[config.mk]
export PLATFORM = sky130hd
export DESIGN_NAME = mc_ctl_fsm_flat
export DESIGN_NICKNAME = d
export VERILOG_FILES = /design/src/rtl/mc_ctl_fsm_pkg.sv /design/src/rtl/mc_ctl_fsm_if.sv /design/src/rtl/mc_ctl_fsm_alu_decoder.sv /design/src/rtl/mc_ctl_fsm.sv /design/src/flat_wrapper.sv
export SDC_FILE = /design/constraint.sdc
export NUM_CORES = 1
export LEC_CHECK = 0
export BUFFER_PORTS_ARGS = -buffer_cell sky130_fd_sc_hd__buf_2
export CORE_AREA = 8 8 59 61
export CTS_BUF_LIST = sky130_fd_sc_hd__clkbuf_8
export DETAILED_ROUTE_END_ITERATION = 12
export DIE_AREA = 0 0 67 69
export GPL_TIMING_DRIVEN = 0
export PLACE_DENSITY = 0.68
export SLEW_MARGIN = 10
export SYNTH_ARGS = -nofsm -noshare
export SYNTH_HDL_FRONTEND = slang
export SYNTH_SLANG_ARGS = --single-unit
export TNS_END_PERCENT = 30
[constraint.sdc]
create_clock -name clk -period 4.1 [get_ports clk]
set_input_delay 0.82 -clock clk [delete_from_list [all_inputs] [get_ports clk]]
set_output_delay 0.82 -clock clk [all_outputs]
set_load 0.01 [all_outputs]
[src/rtl/mc_ctl_fsm_pkg.sv]
// ----------------------------------------------------------------------------
// mc_ctl_fsm_pkg
// Shared definitions for the multicycle RV32I control FSM:
//   - ctl_state_t   : FSM state encoding
//   - TYPE_*        : RV32I opcodes recognised by the decoder
//   - ALU_*         : alucontrol encodings driven to the ALU
//   - aluop_t       : internal ALU operation class handed to alu_decoder
//   - RES_/SRCA_/SRCB_/IMM_* : datapath mux select encodings
//   - cnt_width()   : width of the memory wait counter for a given timeout
// ----------------------------------------------------------------------------
package mc_ctl_fsm_pkg;

   typedef enum logic [3:0] {
      FETCH,
      DECODE,
      MEMADR,
      MEMREAD,
      MEMWB,
      MEMWRITE,
      EXEC_R,
      EXEC_I,
      ALUWB,
      BEQ,
      JAL,
      TRAP
   } ctl_state_t;

   localparam logic [6:0] TYPE_R      = 7'b0110011;
   localparam logic [6:0] TYPE_I_ALU  = 7'b0010011;
   localparam logic [6:0] TYPE_I_LOAD = 7'b0000011;
   localparam logic [6:0] TYPE_S      = 7'b0100011;
   localparam logic [6:0] TYPE_B      = 7'b1100011;
   localparam logic [6:0] TYPE_J      = 7'b1101111;

   localparam logic [2:0] ALU_ADD = 3'b000;
   localparam logic [2:0] ALU_SUB = 3'b001;
   localparam logic [2:0] ALU_AND = 3'b010;
   localparam logic [2:0] ALU_OR  = 3'b011;
   localparam logic [2:0] ALU_SLT = 3'b101;

   typedef enum logic [1:0] {
      ALUOP_ADD   = 2'b00,
      ALUOP_SUB   = 2'b01,
      ALUOP_FUNCT = 2'b10
   } aluop_t;

   localparam logic [1:0] RES_ALUOUT    = 2'b00;
   localparam logic [1:0] RES_MEMDATA   = 2'b01;
   localparam logic [1:0] RES_ALURESULT = 2'b10;

   localparam logic [1:0] SRCA_PC    = 2'b00;
   localparam logic [1:0] SRCA_OLDPC = 2'b01;
   localparam logic [1:0] SRCA_RS1   = 2'b10;

   localparam logic [1:0] SRCB_RS2  = 2'b00;
   localparam logic [1:0] SRCB_IMM  = 2'b01;
   localparam logic [1:0] SRCB_FOUR = 2'b10;

   localparam logic [1:0] IMM_I = 2'b00;
   localparam logic [1:0] IMM_S = 2'b01;
   localparam logic [1:0] IMM_B = 2'b10;
   localparam logic [1:0] IMM_J = 2'b11;

   // A timeout of 0 disables the abort but still needs a 1-bit counter.
   function automatic int cnt_width(input int timeout);
      return (timeout < 1) ? 1 : $clog2(timeout + 1);
   endfunction

endpackage

[src/rtl/mc_ctl_fsm_if.sv]
// ----------------------------------------------------------------------------
// mc_ctl_fsm_if
// Bundle between the control FSM and the multicycle datapath.
//   Datapath -> FSM : op, funct3, funct7_5, zero, mem_ready
//   FSM -> datapath : pcwrite, adrsrc, irwrite, memwrite, regwrite, resultsrc,
//                     alusrca, alusrcb, immsrc, alucontrol, instr_done,
//                     mem_timeout
// Modports: master = control FSM, slave = datapath.
// ----------------------------------------------------------------------------
interface mc_ctl_fsm_if;

   logic [6:0] op;
   logic [2:0] funct3;
   logic       funct7_5;
   logic       zero;
   logic       mem_ready;

   logic       pcwrite;
   logic       adrsrc;
   logic       irwrite;
   logic       memwrite;
   logic       regwrite;
   logic [1:0] resultsrc;
   logic [1:0] alusrca;
   logic [1:0] alusrcb;
   logic [1:0] immsrc;
   logic [2:0] alucontrol;
   logic       instr_done;
   logic       mem_timeout;

   modport master (
      input  op, funct3, funct7_5, zero, mem_ready,
      output pcwrite, adrsrc, irwrite, memwrite, regwrite, resultsrc,
             alusrca, alusrcb, immsrc, alucontrol, instr_done, mem_timeout
   );

   modport slave (
      output op, funct3, funct7_5, zero, mem_ready,
      input  pcwrite, adrsrc, irwrite, memwrite, regwrite, resultsrc,
             alusrca, alusrcb, immsrc, alucontrol, instr_done, mem_timeout
   );

endinterface

[src/rtl/mc_ctl_fsm_alu_decoder.sv]
// ----------------------------------------------------------------------------
// alu_decoder
// Maps the FSM's ALU operation class plus instruction fields to alucontrol.
//   aluop      in  2  00 add, 01 sub, 10 decode from funct3
//   funct3     in  3  IR funct3
//   op_5       in  1  IR opcode bit 5 (set for R-type, clear for I-ALU)
//   funct7_5   in  1  IR bit 30
//   alucontrol out 3  ALU_* encoding
// ----------------------------------------------------------------------------
module alu_decoder
   import mc_ctl_fsm_pkg::*;
(
   input  logic [1:0] aluop,
   input  logic [2:0] funct3,
   input  logic       op_5,
   input  logic       funct7_5,
   output logic [2:0] alucontrol
);

   always_comb begin
      // NOTE: default assigned before the case so every path drives the
      // output and no latch is inferred.
      alucontrol = ALU_ADD;
      case (aluop)
         2'b00: alucontrol = ALU_ADD;
         2'b01: alucontrol = ALU_SUB;
         2'b10: begin
            case (funct3)
               // addi has no sub form: bit 30 only selects SUB for R-type.
               3'b000:  alucontrol = (op_5 & funct7_5) ? ALU_SUB : ALU_ADD;
               3'b010:  alucontrol = ALU_SLT;
               3'b110:  alucontrol = ALU_OR;
               3'b111:  alucontrol = ALU_AND;
               default: alucontrol = 3'b000;
            endcase
         end
         default: alucontrol = ALU_ADD;
      endcase
   end

endmodule

[src/rtl/mc_ctl_fsm.sv]
// ----------------------------------------------------------------------------
// mc_ctl_fsm
// Multicycle RV32I control FSM. Steps the shared ALU / register file /
// unified memory datapath through fetch, decode, execute and writeback one
// instruction at a time, stalling on mem_ready. All outputs are combinational
// from the state register and current inputs.
//
// Parameters
//   MEM_TIMEOUT  consecutive mem_ready=0 wait cycles before abort (0 = never)
// Ports
//   clk            in   system clock
//   rst            in   synchronous, active-high reset
//   bus            --   mc_ctl_fsm_if.master (IR fields, zero, mem_ready in;
//                       mux selects, enables, alucontrol, pulses out)
//   illegal_instr  out  only with MC_CTL_ILLEGAL_TRAP_EN defined: high while
//                       parked in TRAP after an unknown opcode
// Build option
//   MC_CTL_ILLEGAL_TRAP_EN  undefined: unknown opcodes retire as a NOP.
//                           defined: unknown opcodes lock into TRAP until rst.
// ----------------------------------------------------------------------------
module mc_ctl_fsm
   import mc_ctl_fsm_pkg::*;
#(
   parameter int MEM_TIMEOUT = 255
) (
   input  logic         clk,
   input  logic         rst,
   mc_ctl_fsm_if.master bus
`ifdef MC_CTL_ILLEGAL_TRAP_EN
   ,
   output logic         illegal_instr
`endif
);

   localparam int            CW       = cnt_width(MEM_TIMEOUT);
   localparam logic [CW-1:0] CNT_LAST = CW'(MEM_TIMEOUT - 1);
   localparam logic [CW-1:0] CNT_MAX  = '1;

   ctl_state_t    state, state_next;
   logic [CW-1:0] cnt, cnt_next;
   aluop_t        aluop;
   logic          pcupdate;
   logic          branch;
   logic          wait_state;

   always_ff @(posedge clk) begin
      // NOTE: non-blocking assignments so every register samples the values
      // computed in the previous combinational settle, independent of order.
      if (rst) begin
         state <= FETCH;
         cnt   <= '0;
      end else begin
         state <= state_next;
         cnt   <= cnt_next;
      end
   end

   always_comb begin
      state_next       = state;
      cnt_next         = '0;
      aluop            = ALUOP_ADD;
      pcupdate         = 1'b0;
      branch           = 1'b0;
      wait_state       = 1'b0;
      bus.adrsrc       = 1'b0;
      bus.irwrite      = 1'b0;
      bus.memwrite     = 1'b0;
      bus.regwrite     = 1'b0;
      bus.resultsrc    = RES_ALUOUT;
      bus.alusrca      = SRCA_PC;
      bus.alusrcb      = SRCB_RS2;
      bus.instr_done   = 1'b0;
      bus.mem_timeout  = 1'b0;

      case (state)
         FETCH: begin
            wait_state    = 1'b1;
            bus.alusrcb   = SRCB_FOUR;
            bus.resultsrc = RES_ALURESULT;
            bus.irwrite   = bus.mem_ready;
            pcupdate      = bus.mem_ready;
            if (bus.mem_ready) state_next = DECODE;
         end
         DECODE: begin
            // Branch target PC+imm is computed here and parked in ALUOut.
            bus.alusrca = SRCA_OLDPC;
            bus.alusrcb = SRCB_IMM;
            case (bus.op)
               TYPE_I_LOAD, TYPE_S: state_next = MEMADR;
               TYPE_R:              state_next = EXEC_R;
               TYPE_I_ALU:          state_next = EXEC_I;
               TYPE_B:              state_next = BEQ;
               TYPE_J:              state_next = JAL;
               default: begin
`ifdef MC_CTL_ILLEGAL_TRAP_EN
                  state_next = TRAP;
`else
                  state_next     = FETCH;
                  bus.instr_done = 1'b1;
`endif
               end
            endcase
         end
         MEMADR: begin
            bus.alusrca = SRCA_RS1;
            bus.alusrcb = SRCB_IMM;
            state_next  = (bus.op == TYPE_I_LOAD) ? MEMREAD : MEMWRITE;
         end
         MEMREAD: begin
            wait_state = 1'b1;
            bus.adrsrc = 1'b1;
            if (bus.mem_ready) state_next = MEMWB;
         end
         MEMWB: begin
            bus.resultsrc  = RES_MEMDATA;
            bus.regwrite   = 1'b1;
            bus.instr_done = 1'b1;
            state_next     = FETCH;
         end
         MEMWRITE: begin
            wait_state   = 1'b1;
            bus.adrsrc   = 1'b1;
            bus.memwrite = 1'b1;
            if (bus.mem_ready) begin
               bus.instr_done = 1'b1;
               state_next     = FETCH;
            end
         end
         EXEC_R: begin
            bus.alusrca = SRCA_RS1;
            bus.alusrcb = SRCB_RS2;
            aluop       = ALUOP_FUNCT;
            state_next  = ALUWB;
         end
         EXEC_I: begin
            bus.alusrca = SRCA_RS1;
            bus.alusrcb = SRCB_IMM;
            aluop       = ALUOP_FUNCT;
            state_next  = ALUWB;
         end
         ALUWB: begin
            bus.regwrite   = 1'b1;
            bus.instr_done = 1'b1;
            state_next     = FETCH;
         end
         BEQ: begin
            bus.alusrca    = SRCA_RS1;
            bus.alusrcb    = SRCB_RS2;
            aluop          = ALUOP_SUB;
            branch         = 1'b1;
            bus.instr_done = 1'b1;
            state_next     = FETCH;
         end
         JAL: begin
            // ALU computes PC+4 for rd while ALUOut already holds the target.
            bus.alusrca = SRCA_OLDPC;
            bus.alusrcb = SRCB_FOUR;
            pcupdate    = 1'b1;
            state_next  = ALUWB;
         end
         TRAP: state_next = TRAP;
         default: state_next = FETCH;
      endcase

      // Wait-state counter: runs while stalled, cleared everywhere else so it
      // starts from zero on every entry. mem_ready takes priority over abort.
      if (wait_state && !bus.mem_ready) begin
         if ((MEM_TIMEOUT != 0) && (cnt == CNT_LAST)) begin
            bus.mem_timeout = 1'b1;
            state_next      = FETCH;
            cnt_next        = '0;
         end else begin
            cnt_next = (cnt == CNT_MAX) ? cnt : cnt + CW'(1);
         end
      end

      // Reset abandons the instruction: nothing may commit in this cycle.
      if (rst) begin
         state_next      = FETCH;
         cnt_next        = '0;
         pcupdate        = 1'b0;
         branch          = 1'b0;
         bus.irwrite     = 1'b0;
         bus.memwrite    = 1'b0;
         bus.regwrite    = 1'b0;
         bus.instr_done  = 1'b0;
         bus.mem_timeout = 1'b0;
      end
   end

   assign bus.pcwrite = pcupdate | (branch & bus.zero);

   // Immediate format depends only on the opcode, not on the state.
   always_comb begin
      case (bus.op)
         TYPE_S:  bus.immsrc = IMM_S;
         TYPE_B:  bus.immsrc = IMM_B;
         TYPE_J:  bus.immsrc = IMM_J;
         default: bus.immsrc = IMM_I;
      endcase
   end

   alu_decoder u_alu_decoder (
      .aluop      (aluop),
      .funct3     (bus.funct3),
      .op_5       (bus.op[5]),
      .funct7_5   (bus.funct7_5),
      .alucontrol (bus.alucontrol)
   );

`ifdef MC_CTL_ILLEGAL_TRAP_EN
   assign illegal_instr = (state == TRAP);
`endif

endmodule
[src/flat_wrapper.sv]
// flat-port wrapper written by rule: the top's interface ports become plain ports
module mc_ctl_fsm_flat import mc_ctl_fsm_pkg::*;
#(
   parameter int MEM_TIMEOUT = 255
)
  (clk, rst, bus_op, bus_funct3, bus_funct7_5, bus_zero, bus_mem_ready, bus_pcwrite, bus_adrsrc, bus_irwrite, bus_memwrite, bus_regwrite, bus_resultsrc, bus_alusrca, bus_alusrcb, bus_immsrc, bus_alucontrol, bus_instr_done, bus_mem_timeout);
  mc_ctl_fsm_if bus_i ();
  input  logic clk;
  input  logic rst;
  input wire logic [$bits(bus_i.op)-1:0] bus_op;
  input wire logic [$bits(bus_i.funct3)-1:0] bus_funct3;
  input wire logic [$bits(bus_i.funct7_5)-1:0] bus_funct7_5;
  input wire logic [$bits(bus_i.zero)-1:0] bus_zero;
  input wire logic [$bits(bus_i.mem_ready)-1:0] bus_mem_ready;
  output wire logic [$bits(bus_i.pcwrite)-1:0] bus_pcwrite;
  output wire logic [$bits(bus_i.adrsrc)-1:0] bus_adrsrc;
  output wire logic [$bits(bus_i.irwrite)-1:0] bus_irwrite;
  output wire logic [$bits(bus_i.memwrite)-1:0] bus_memwrite;
  output wire logic [$bits(bus_i.regwrite)-1:0] bus_regwrite;
  output wire logic [$bits(bus_i.resultsrc)-1:0] bus_resultsrc;
  output wire logic [$bits(bus_i.alusrca)-1:0] bus_alusrca;
  output wire logic [$bits(bus_i.alusrcb)-1:0] bus_alusrcb;
  output wire logic [$bits(bus_i.immsrc)-1:0] bus_immsrc;
  output wire logic [$bits(bus_i.alucontrol)-1:0] bus_alucontrol;
  output wire logic [$bits(bus_i.instr_done)-1:0] bus_instr_done;
  output wire logic [$bits(bus_i.mem_timeout)-1:0] bus_mem_timeout;
  assign bus_i.op = bus_op;
  assign bus_i.funct3 = bus_funct3;
  assign bus_i.funct7_5 = bus_funct7_5;
  assign bus_i.zero = bus_zero;
  assign bus_i.mem_ready = bus_mem_ready;
  assign bus_pcwrite = bus_i.pcwrite;
  assign bus_adrsrc = bus_i.adrsrc;
  assign bus_irwrite = bus_i.irwrite;
  assign bus_memwrite = bus_i.memwrite;
  assign bus_regwrite = bus_i.regwrite;
  assign bus_resultsrc = bus_i.resultsrc;
  assign bus_alusrca = bus_i.alusrca;
  assign bus_alusrcb = bus_i.alusrcb;
  assign bus_immsrc = bus_i.immsrc;
  assign bus_alucontrol = bus_i.alucontrol;
  assign bus_instr_done = bus_i.instr_done;
  assign bus_mem_timeout = bus_i.mem_timeout;
  mc_ctl_fsm #(.MEM_TIMEOUT(MEM_TIMEOUT)) u_core (.clk(clk), .rst(rst), .bus(bus_i));
endmodule
==> run_results.csv <==
group,metric,value,unit
run_status,outcome,"completed",
floorplan,die_area,4620,sq um
synth,synth_seq_area_share,22.2,%
synth,synth-seq-cells,12,
timing,finalHoldViolations,0,
floorplan,chipHeight,69,um
placement,place_area,1280,sq um
clock_network,h-tree-depth,1,
drt,ant_nets,0,
placement,hpwl,2220,um
clock_network,clkTransAtPathRegs,0.05,ns
drt,wirelength,2820,um
floorplan,start_util,41.4,%
synth,synthDistinctLibCells,45,
timing,period_minus_slack,3.05,ns
finish,antenna_cells,0,
floorplan,die_w,67,um
synth,async_reset_ff_share,0,%
global_route,grt_max_degree,11,
power,sequentialPowerShare,40.2,%
synth,synthFlopType,"dfxtp_1",
timing,relSlewSlack,63.3,%
setup_path,reg2reg_from,"u_core.state[1]",
power,ir_drop,252,uV
setup_path,crit_path_end,"bus_alucontrol[2]",
setup_path,reg2reg_setup_slack,2.53,ns
timing,final_max_slew_viol_count,0,
synth,syn_area_per_cell,7.42,sq um
timing,tns,0,ns
drt,top_layer_used,"met4",
finish,final_cell_area,1340,sq um
clock_network,clkLatencyLatePin,0.24,ns
synth,synth_xor_xnor_area_share,7.27,%
timing,rsz0062_at_grt,"no",
synth,syn_inst,146,
finish,fin_nets,202,
power,switching_share,24.6,%
synth,yosys_warnings,0,
drt,viasPerCell,5.60,
clock_network,numCtsBuffers,3,
drt,drt-pass1-iter-count,4,
power,p_leak,0.575,nW
global_route,antenna_found_initial,0,
floorplan,rows,19,
setup_path,worstPathArrival,2.23,ns
drt,vias,1192,
power,clockPowerShare,42.8,%
clock_network,clockRootBuffer,"clkbuf_8",
setup_path,path_max_fanout,10,
setup_path,cp.required,3.28,ns
synth,synthSimpleGateAreaFrac,40.1,%
synth,synth_compound_area_share,17.1,%
power,p_int,0.000226,W
timing,worst_pin_slew,0.545,ns
power,power_density,224,nW/um^2
global_route,grt_overflow,0,
timing,final-setup-viol-count,0,
power,p_switching,0.0000736,W
synth,synthAdderAreaFrac,4.62,%
synth,syn_area,1080,sq um
finish,layout_commonest_cell,"buf_2",
synth,synthMuxAreaShare,1.85,%
setup_path,startpoint_type,"flop",
finish,final_cells,213,
synth,synth_top_family_by_area,"simple AND/OR/NAND/NOR gates",
drt,wl_met3,156,um
flow_run,drv_cap,0,
global_route,track_usage,12.3,%
floorplan,core_area,2620,sq um
setup_path,crit_path_end_kind,"output port",
clock_network,hold_buffers,0,
global_route,grt_pass1_wl,4840,um
setup_path,reg2reg_depth,5,
worst_hold_path,min_path_type,"flop to flop",
setup_path,r2r_end,"u_core.state[0]",
placement,gp_congestion,0.903,
clock_network,cts.sinks,12,
global_route,first_global_vias,1170,
floorplan,io_pins,33,
timing,fin_crit_sh,74.3,%
clock_network,cts_tree,"built",
drt,met2_wirelength,1350,um
drt,met1Wirelength,1280,um
drt,wl_per_cell,13.2,um
placement,dp_cells,209,
finish,fillers,258,
timing,max_freq,328,MHz
setup_path,worstSetupStartpoint,"u_core.state[1]",
setup_path,worstSetupPathType,"flop to output port",
clock_network,clk_path_buf_depth,2,
power,p_comb_share,17.0,%
finish,drive_above_1_share,25.3,%
synth,synth_nets,165,
drt,drc,0,
power,total_power,0.000299,W
placement,io_buffers,32,
synth,synth-edff-count,0,
finish,final_cell_mix,"buf_2 (35), nor2_1 (18), dfxtp_1 (12)",
finish,areaGrowthSynthToFinish,23.4,%
clock_network,cts_setup_buffers,0,
timing,skew,0.000409,ns
drt,drt_iter0_markers,81,
clock_network,post_cts_resized,0,
[registers in the layout (all words and copies together), names as in the netlist]
register      flops
u_core.cnt        8
u_core.state      4
[cell usage after synthesis, types with 4 or more instances]
| cell | count | area share, % |
|---|---|---|
| dfxtp_1 | 12 | 22 |
| inv_1 | 7 | 2.4 |
| nand2b_1 | 7 | 4.0 |
| and3_1 | 5 | 2.9 |
| nand4_1 | 4 | 2.3 |
| nand2_1 | 7 | 2.4 |
| nor2b_1 | 5 | 2.9 |
| o21ai_0 | 5 | 2.3 |
| nor2_1 | 18 | 6.2 |
| a31oi_1 | 4 | 2.3 |
| a21oi_1 | 10 | 4.6 |
| xnor2_1 | 6 | 4.8 |
| ha_1 | 4 | 4.6 |
| nor3_1 | 9 | 4.2 |
[power by group through the flow]
stage,sequential (W),combinational [W],clock [W]
final,0.000120,0.0000508,0.000128
after global routing,0.000121,0.0000568,0.000136
after CTS,0.000120,0.0000511,0.000133
after detailed placement,0.000123,0.0000509,0
after global placement,0.000123,0.0000496,0
after floorplan,0.000122,0.0000303,0
[metal layers]
| metal | vias up | track usage [%] |
|---|---|---|
| met1 | 537 | 14.2 |
| met4 | 0 | 5.12 |
| met2 | 50 | 20.5 |
| met3 | 4 | 3.07 |
| li1 | 601 | - |
| met5 | - | 0 |
[cell type report]
class / count / area (sq um) / area share [%]
repair buffers: 32 / 160 / 12.0
plain buffers: 8 / 45.0 / 3.37
multi-input cells: 118 / 768 / 57.4
well taps: 31 / 38.8 / 2.90
clock buffers: 4 / 55.1 / 4.12
flip-flops and latches: 12 / 240 / 18.0
inverters: 8 / 30.0 / 2.25
[worst min-delay path by stage]
stage / startpoint / endpoint / slack (ns) / cells after the start
6_report: u_core.cnt[7] / u_core.cnt[7] / 0.54 / 2
5_1_grt: u_core.cnt[7] / u_core.cnt[7] / 0.59 / 2
4_1_cts: u_core.cnt[7] / u_core.cnt[7] / 0.54 / 2
3_5_place_dp: u_core.cnt[7] / u_core.cnt[7] / 0.53 / 2
3_3_place_gp: u_core.cnt[7] / u_core.cnt[7] / 0.52 / 2
2_1_floorplan: u_core.cnt[7] / u_core.cnt[7] / 0.49 / 2
[worst max-delay path, stage by stage (launching register included)]
cell and delay, ns:
dfxtp_1 0.37, buf_1 0.36, buf_2 0.31, and2_1 0.19, ha_1 0.27, nor3b_1 0.19, and3_1 0.17, buf_2 0.13
[kinds of logic after synthesis]
kind of cell               after synthesis
and+or+nand+nor                         75
AOI/OAI and AO/OA                       28
buffers and inverters                   16
DFF                                     12
xor gates and xnor gates                 9
adders and majority gates                4
muxes                                    2
[per-stage QoR]
stage | hold WS [ns] | utilization, % | setup WS (ns)
2_1_floorplan | 0.490 | - | 1.57
3_3_place_gp | 0.518 | 49.0 | 1.38
3_5_place_dp | 0.529 | 49.0 | 1.34
4_1_cts | 0.543 | 51.1 | 1.07
5_1_grt | 0.587 | 51.1 | 0.932
6_report | 0.543 | 51.1 | 1.05
Power figures use the tool's default switching activity.
